File: config.mk
export PLATFORM = sky130hd
export DESIGN_NAME = dmem_arbiter
export DESIGN_NICKNAME = d
export VERILOG_FILES = /design/src/rtl/dmem_arb_pkg.sv /design/src/rtl/dmem_arbiter_rr_arb2.sv /design/src/rtl/dmem_arbiter.sv
export SDC_FILE = /design/constraint.sdc
export NUM_CORES = 1
export LEC_CHECK = 0
export CORE_MARGIN = 2
export CORE_UTILIZATION = 34
export DETAILED_ROUTE_END_ITERATION = 10
export PLACE_DENSITY_LB_ADDON = 0.25
export REMOVE_ABC_BUFFERS = 1
export SLEW_MARGIN = 30
export SYNTH_ARGS = -nofsm -noshare
export SYNTH_HDL_FRONTEND = slang
export SYNTH_SLANG_ARGS = --single-unit
File: constraint.sdc
create_clock -name clk -period 3.1 [get_ports clk]
set_input_delay 0.62 -clock clk [delete_from_list [all_inputs] [get_ports clk]]
set_output_delay 0.62 -clock clk [all_outputs]
set_load 0.005 [all_outputs]
File: src/rtl/dmem_arb_pkg.sv
// Shared types and defaults for the data-memory arbiter.
// Owner ids double as the round-robin last_winner encoding.
package dmem_arb_pkg;

   typedef enum logic {IDLE, ACCESS} state_t;

   localparam logic OWN_CPU = 1'b0;
   localparam logic OWN_DBG = 1'b1;

   localparam int ADDR_W_DEF    = 32;
   localparam int DATA_W_DEF    = 32;
   localparam int MEM_BYTES_DEF = 40;

endpackage

File: src/rtl/dmem_arbiter_rr_arb2.sv
// Two-requester round-robin picker; bit 0 = CPU, bit 1 = DBG.
// On a tie the port that did not win last time is chosen.
module rr_arb2
   import dmem_arb_pkg::*;
(
   input  logic [1:0] req,
   input  logic       last_winner,
   input  logic       enable,
   output logic [1:0] gnt,
   output logic       winner
);

   always_comb begin
      winner = OWN_CPU;
      gnt    = 2'b00;
      if (req[0] && req[1]) begin
         winner = ~last_winner;
      end else if (req[1]) begin
         winner = OWN_DBG;
      end
      if (enable && (req != 2'b00)) begin
         gnt = (winner == OWN_DBG) ? 2'b10 : 2'b01;
      end
   end

endmodule

File: src/rtl/dmem_arbiter.sv
// Shared data-memory port sequencer: CPU/DBG round-robin, one access per 2 cycles.
// Optional alignment/range check enabled by DMEM_ARB_ALIGN_CHECK_EN.
module dmem_arbiter
   import dmem_arb_pkg::*;
#(
   parameter int ADDR_W    = ADDR_W_DEF,
   parameter int DATA_W    = DATA_W_DEF,
   parameter int MEM_BYTES = MEM_BYTES_DEF
) (
   input  logic              clk,
   input  logic              reset,
   input  logic              cpu_req,
   input  logic              cpu_we,
   input  logic [ADDR_W-1:0] cpu_addr,
   input  logic [DATA_W-1:0] cpu_wdata,
   output logic              cpu_gnt,
   output logic              cpu_done,
   input  logic              dbg_req,
   input  logic              dbg_we,
   input  logic [ADDR_W-1:0] dbg_addr,
   input  logic [DATA_W-1:0] dbg_wdata,
   output logic              dbg_gnt,
   output logic              dbg_done,
   output logic [DATA_W-1:0] rsp_rdata,
   output logic              rsp_err,
   output logic [ADDR_W-1:0] mem_addr,
   output logic [DATA_W-1:0] mem_wdata,
   output logic              mem_read,
   output logic              mem_write,
   input  logic [DATA_W-1:0] mem_rdata
);

`ifdef DMEM_ARB_ALIGN_CHECK_EN
   localparam bit ALIGN_EN = 1'b1;
`else
   localparam bit ALIGN_EN = 1'b0;
`endif

   localparam logic [ADDR_W:0] LIMIT = (ADDR_W+1)'(MEM_BYTES);

   state_t            state;
   logic              owner;
   logic              we_q;
   logic              err_q;
   logic              last_winner;
   logic [ADDR_W-1:0] addr_q;
   logic [DATA_W-1:0] wdata_q;

   logic [1:0]        gnt;
   logic              winner;
   logic              take;
   logic              sel_we;
   logic [ADDR_W-1:0] sel_addr;
   logic [DATA_W-1:0] sel_wdata;
   logic [ADDR_W:0]   end_addr;
   logic              err_in;

   // Grants are masked during reset so no transfer is seen while held.
   rr_arb2 u_arb (
      .req         ({dbg_req, cpu_req}),
      .last_winner (last_winner),
      .enable      ((state == IDLE) && !reset),
      .gnt         (gnt),
      .winner      (winner)
   );

   assign cpu_gnt   = gnt[0];
   assign dbg_gnt   = gnt[1];
   assign take      = |gnt;
   assign sel_we    = winner ? dbg_we    : cpu_we;
   assign sel_addr  = winner ? dbg_addr  : cpu_addr;
   assign sel_wdata = winner ? dbg_wdata : cpu_wdata;

   // Widened so addr + 3 cannot wrap past the top of the space.
   assign end_addr = {1'b0, sel_addr} + (ADDR_W+1)'(3);
   assign err_in   = ALIGN_EN &&
                     ((sel_addr[1:0] != 2'b00) || (end_addr >= LIMIT));

   assign mem_addr  = addr_q;
   assign mem_wdata = wdata_q;
   assign mem_read  = (state == ACCESS) && !we_q && !err_q;
   assign mem_write = (state == ACCESS) &&  we_q && !err_q;

   always_ff @(posedge clk or posedge reset) begin
      if (reset) begin
         state       <= IDLE;
         owner       <= OWN_CPU;
         we_q        <= 1'b0;
         err_q       <= 1'b0;
         last_winner <= OWN_DBG;
         addr_q      <= '0;
         wdata_q     <= '0;
         cpu_done    <= 1'b0;
         dbg_done    <= 1'b0;
         rsp_rdata   <= '0;
         rsp_err     <= 1'b0;
      end else begin
         cpu_done <= 1'b0;
         dbg_done <= 1'b0;
         unique case (state)
            IDLE: begin
               if (take) begin
                  state       <= ACCESS;
                  owner       <= winner;
                  we_q        <= sel_we;
                  addr_q      <= sel_addr;
                  wdata_q     <= sel_wdata;
                  err_q       <= err_in;
                  last_winner <= winner;
               end
            end
            ACCESS: begin
               state     <= IDLE;
               cpu_done  <= (owner == OWN_CPU);
               dbg_done  <= (owner == OWN_DBG);
               rsp_rdata <= (we_q || err_q) ? '0 : mem_rdata;
               rsp_err   <= err_q;
            end
         endcase
      end
   end

endmodule

---- Yosys cells after proc, flatten, opt, wreduce, memory -nomap -nowiden ----
Index checks and enable logic that the tools add are counted.
operators by class
  multiplexer cells ....................... 12
  bitwise operators ....................... 3
  reductions and logical operators ........ 10
operators with widths
  operator             number
  $mux W32             3
  $mux W1              6
  $logic_and A1 B1 Y1  5
  $mux W2              2
  $not A1 Y1           3
  $logic_not A1 Y1     2
  $pmux W1 S2          1
  $reduce_and A2 Y1    1
  $reduce_bool A2 Y1   1
  $reduce_or A2 Y1     1
storage, ports and cells
  register bits after elaboration ......... 102
  bits of input ports ..................... 166
  output and inout port bits .............. 103
  word-level logic and storage cells ...... 34

---- Longest topological paths before layout ----
Gate-level depths: netlist (run 1).
  depth after elaboration ................. 7
  mapped depth ............................ 6
  gate-level depth less buffers ........... 3

---- Cells and area by module ----
A second synthesis (run 1) with hierarchy kept.
unflattened totals
  cells, all modules ...................... 304
  area, all modules ....................... 4604.4 um2
by module, submodules not included
  module        times used  cells an instance  area each (um2)  sequential area each (um2)
  dmem_arbiter  1           299                4574.4           2553.7
  rr_arb2       1           5                  30.0             0.0

---- Worst setup path after synthesis (run 1) ----
OpenSTA, ideal clock, no wires.
  kind .................................... input-to-output
  start point ............................. input port reset
  end point ............................... output port dbg_gnt
  data arrival time ....................... 1.287 ns
  slack ................................... 1.193 ns
  stages .................................. 4
  path buffers ............................ 2
  cell sequence ........................... nor2_4 buf_2 clkbuf_1 and2_1
on the way
  cells in the longest elaborated chain, start to end .. 4
RTL lines
  element                            line                        source
  start: declaration                 dmem_arbiter.sv:11          input logic reset,
  $logic_not A1 Y1 (no source line)  --
  $logic_and A1 B1 Y1                dmem_arbiter.sv:62          .enable ((state == IDLE) && !reset),
  $logic_and A1 B1 Y1                dmem_arbiter_rr_arb2.sv:21  if (enable && (req != 2'b00)) begin
  $mux W2                            dmem_arbiter_rr_arb2.sv:21
  end: declaration                   dmem_arbiter.sv:22          output logic dbg_gnt,
No other way between the ends.

---- Final worst setup path (run 1) ----
  start point ............................. input port dbg_req
  end point ............................... output port dbg_gnt
on the way
  cells in the longest elaborated chain, start to end .. 4
RTL lines
  element                                                line                                                    source
  start: declaration                                     dmem_arbiter.sv:18                                      input logic dbg_req,
  $mux W1 / $logic_and A1 B1 Y1 (equally long branches)  dmem_arbiter_rr_arb2.sv:18, dmem_arbiter_rr_arb2.sv:16
  $mux W1                                                dmem_arbiter_rr_arb2.sv:16                              if (req[0] && req[1]) begin
  $mux W2                                                dmem_arbiter_rr_arb2.sv:22                              gnt = (winner == OWN_DBG) ? 2'b10 : 2'b01;
  $mux W2 (*)                                            dmem_arbiter_rr_arb2.sv:21
Every way passes the cells marked *; elsewhere a longest branch is shown, timed or not.

==> metrics.md, run 1 <==
| Metric | Value |
|---|---|
| Status | finished clean |
| Largest stage delay, worst path | 0.58 ns |
| Worst-margin pin slew | 0.758 ns |
| Sequential share of power | 0.421 |
| Tmin final | 2.74 ns |
| WS Path Type | input port to output pin |
| Setup tns final | 0 ns |
| Clock tree sinks | 102 |
| Mapped Cells | 380 |
| Mapped Area | roughly 4300 um^2 |
| Post-synth top area cell | dfrtp_1 |
| First-pass DRT Iterations | 5 |
| TritonCTS buffer count | 9 |
| RSZ-0062 raised after global routing | false |
| TritonCTS clock tree | yes |
| Vias | 4028 |
| Fraction of power spent switching nets | 0.249 |
| EDFF count, synth | 0 |
| Ys async rst share | 1.00 |
| Startpoint types | input port |
| Final hold vios | 0 |
| Area fraction of the dominant cell type after synthesis | 0.582 |
| GP Congestion | 0.788 |
| Total gr overflow | 0 |
| # diodes | 0 |
| Initial antenna violation count | 0 |
| Reg clk slew, reported paths | 0.07 ns |
| Core Rows | 41 |
| Final HPWL from detailed placement | approximately 10 mm |
| F_max | 366 MHz |
| Fin util | 0.592 |
| Global-route wire length before repair | 20.6 mm |
| Synth warn | 0 |
| Setup slack after layout | roughly 0.36 ns |
| Clk pwr share | 0.287 |
| Clock Latency Late Sink | 0.34 ns |
| Final #Nets | roughly 800 |
| Final Setup Violations | 0 |
| Req. time, crit path | 2.48 ns |
| Total Routing Usage GR | 0.197 |
| Synth Register Bits | roughly 100 |
| Final wirelength | 14.0 mm |
| Design internal power | 3.11 mW |
| Max cap viols | 0 |
| Placed Cells | 792 |
| PostCTS Resize Cnt | 0 |
| Hold/Removal Path Class | flop to flop |
| H-tree levels | 3 |
| Layout Area Growth over Synthesis | 71.2% |
| Ports | ~270 |
| Max-slew violation count | 0 |
| Core footprint | 12600 um^2 |
| Synth top area cells | dfrtp_1 (58%), a221o_1 (15%), and3_1 (9.4%), o21ai_1 (3.3%), inv_1 (2.9%) |
| Crit end category | output pin |
| Hold_buf cts | 0 |
| DR WL/cell | 17.4 um |
| Setup Skew | 0.00853 ns |
| Seq/Total Area, Yosys | 0.588 |
| Die width | 117 um |
| Distinct cell type count after synthesis | 22 |
| Share of post-route cells with drive strength above 1 | 0.0503 |
| Die area | 13700 um^2 |
| Crit Path Max Fanout | 3 |
| Bufs on Longest Clock Path | 2 |
| Starting Density | 0.346 |
| Worst path top cell family by delay | buffers and inverters |
| Vias in the first global route | 3938 |
| Synth top cells by count | dfrtp_1 (101), a221o_1 (65), and3_1 (65) |
| Net load switching power | 1.03 mW |
| Crit share post-route | 0.882 |
| Static leakage | 3.35 nW |
| Worst path cell trace | clkdlybuf4s50_1 -> a21boi_4 -> and2_1 -> clkdlybuf4s50_1 |
| Dpl ws | 0.376 ns |
| Slowest cell on the critical path | clkdlybuf4s50_1 |
| Combinational power share | 0.292 |
| Postcts setup bufs | 0 |
| ANT nets after route | 0 |
| Top_reg_cell synth | dfrtp_1 |
| Via density | ~5 |
| Crit-path most repeated cell | clkdlybuf4s50_1 |
| Layout Cells excl Fill | 808 |
| CTS root buffer | clkbuf_16 |
| Peak supply drop | between 0.2 and 0.3 mV |
| Initial drt markers | 280 |
| Most frequent cell after synthesis | dfrtp_1 |
| Die height | 117 um |
| PD cells | 558 nW/um^2 |
| Slew HR | 0.495 |
| Number of remaining DRC errors | 0 |
| PortBufs | 267 |
| Arrival time worst endpoint | 2.12 ns |
| WP buf/inv | 2 |
| Largest net degree at the start of global routing | 66 |
| Synthesized area per cell | 11.4 um^2 |
==> logic make-up after synthesis <==
logic type / after synthesis / share of synthesized area
and+or+nand+nor: 105 / 0.135
DFF: 102 / 0.588
AOI/OAI and AO/OA: 101 / 0.195
other: 1 / 0.000863
buffers and inverters: 71 / 0.0812
==> through the flow <==
stage          area (um^2)  hold slack (ns)  power [mW]
2_1_floorplan         4120            0.418        2.11
3_3_place_gp          7110            0.446        2.96
3_5_place_dp          7110            0.467        2.99
4_1_cts               7440            0.473        4.19
5_1_grt               7440            0.487        4.35
6_report              7440            0.472        4.15
==> power groups by stage <==
stage / Combinational (mW) / Clock [mW] / Sequential, mW
after global routing: 1.31 / 1.27 / 1.77
after CTS: 1.23 / 1.22 / 1.75
final: 1.21 / 1.19 / 1.75
after detailed placement: 1.23 / 0 / 1.76
after floorplan: 0.338 / 0 / 1.77
after global placement: 1.20 / 0 / 1.76
==> layer usage <==
metal | vias up | wire (um) | global-route usage
met3 | 11 | 1410 | 0.0793
met2 | 190 | 6890 | 0.335
met4 | 0 | 187 | 0.0604
met5 | - | 0 | 0
li1 | 1880 | - | -
met1 | 1947 | 5560 | 0.228
==> cell type report <==
cell class,instances,area [um^2]
clock inverter,2,37.5
tap,172,215
clock buffer,14,284
timing repair buffer,277,2760
inverter,34,130
fill,1030,5130
sequential,102,2550
multi-input combinational,207,1460
==> registers in the layout, summed over array words and instances, names as in the netlist <==
register     cells
state            1
last_winner      1
owner            1
we_q             1
mem_addr        32
dbg_done         1
mem_wdata       32
cpu_done         1
rsp_rdata       32
==> final timing paths <==
kind                                  to  cells past startpoint  slack, ns  startpoint
max                              dbg_gnt                      4       0.36     dbg_req
min                             cpu_done                      1       0.47       owner
max reg2reg                 mem_addr[23]                      5       1.19       state
min reg2reg                     cpu_done                      1       0.47       owner
max in group asynchronous  rsp_rdata[26]                      3       1.65       reset
min in group asynchronous  mem_wdata[20]                      2       0.69       reset
==> placed cells by master (no fill, tap or decap), types with 2 or more instances in the layout <==
master           netlist  final
o21ai_1               29     29
buf_4                  1      9
a221o_1               65     65
o21ai_0                2      2
clkbuf_16              0      9
clkbuf_8               0      4
a21o_1                 2      2
dfrtp_1              101    101
nand2_1               32     32
and2_1                 3      3
and3_1                65     65
inv_1                 34     33
clkdlybuf4s50_1        0    267
Power figures use the tool's default switching activity.
==> inputs of run 2 (changes only) <==
--- a/config.mk
+++ b/config.mk
@@ -5,12 +5,14 @@
 export SDC_FILE = /design/constraint.sdc
 export NUM_CORES = 1
 export LEC_CHECK = 0
+export CAP_MARGIN = 20
 export CORE_MARGIN = 2
 export CORE_UTILIZATION = 34
 export DETAILED_ROUTE_END_ITERATION = 10
 export PLACE_DENSITY_LB_ADDON = 0.25
 export REMOVE_ABC_BUFFERS = 1
-export SLEW_MARGIN = 30
+export SLEW_MARGIN = 40
 export SYNTH_ARGS = -nofsm -noshare
 export SYNTH_HDL_FRONTEND = slang
 export SYNTH_SLANG_ARGS = --single-unit
+export TNS_END_PERCENT = 1
==> results of run 2 <==
No change in the layout: final DEF, timing and power equal those of run 1.
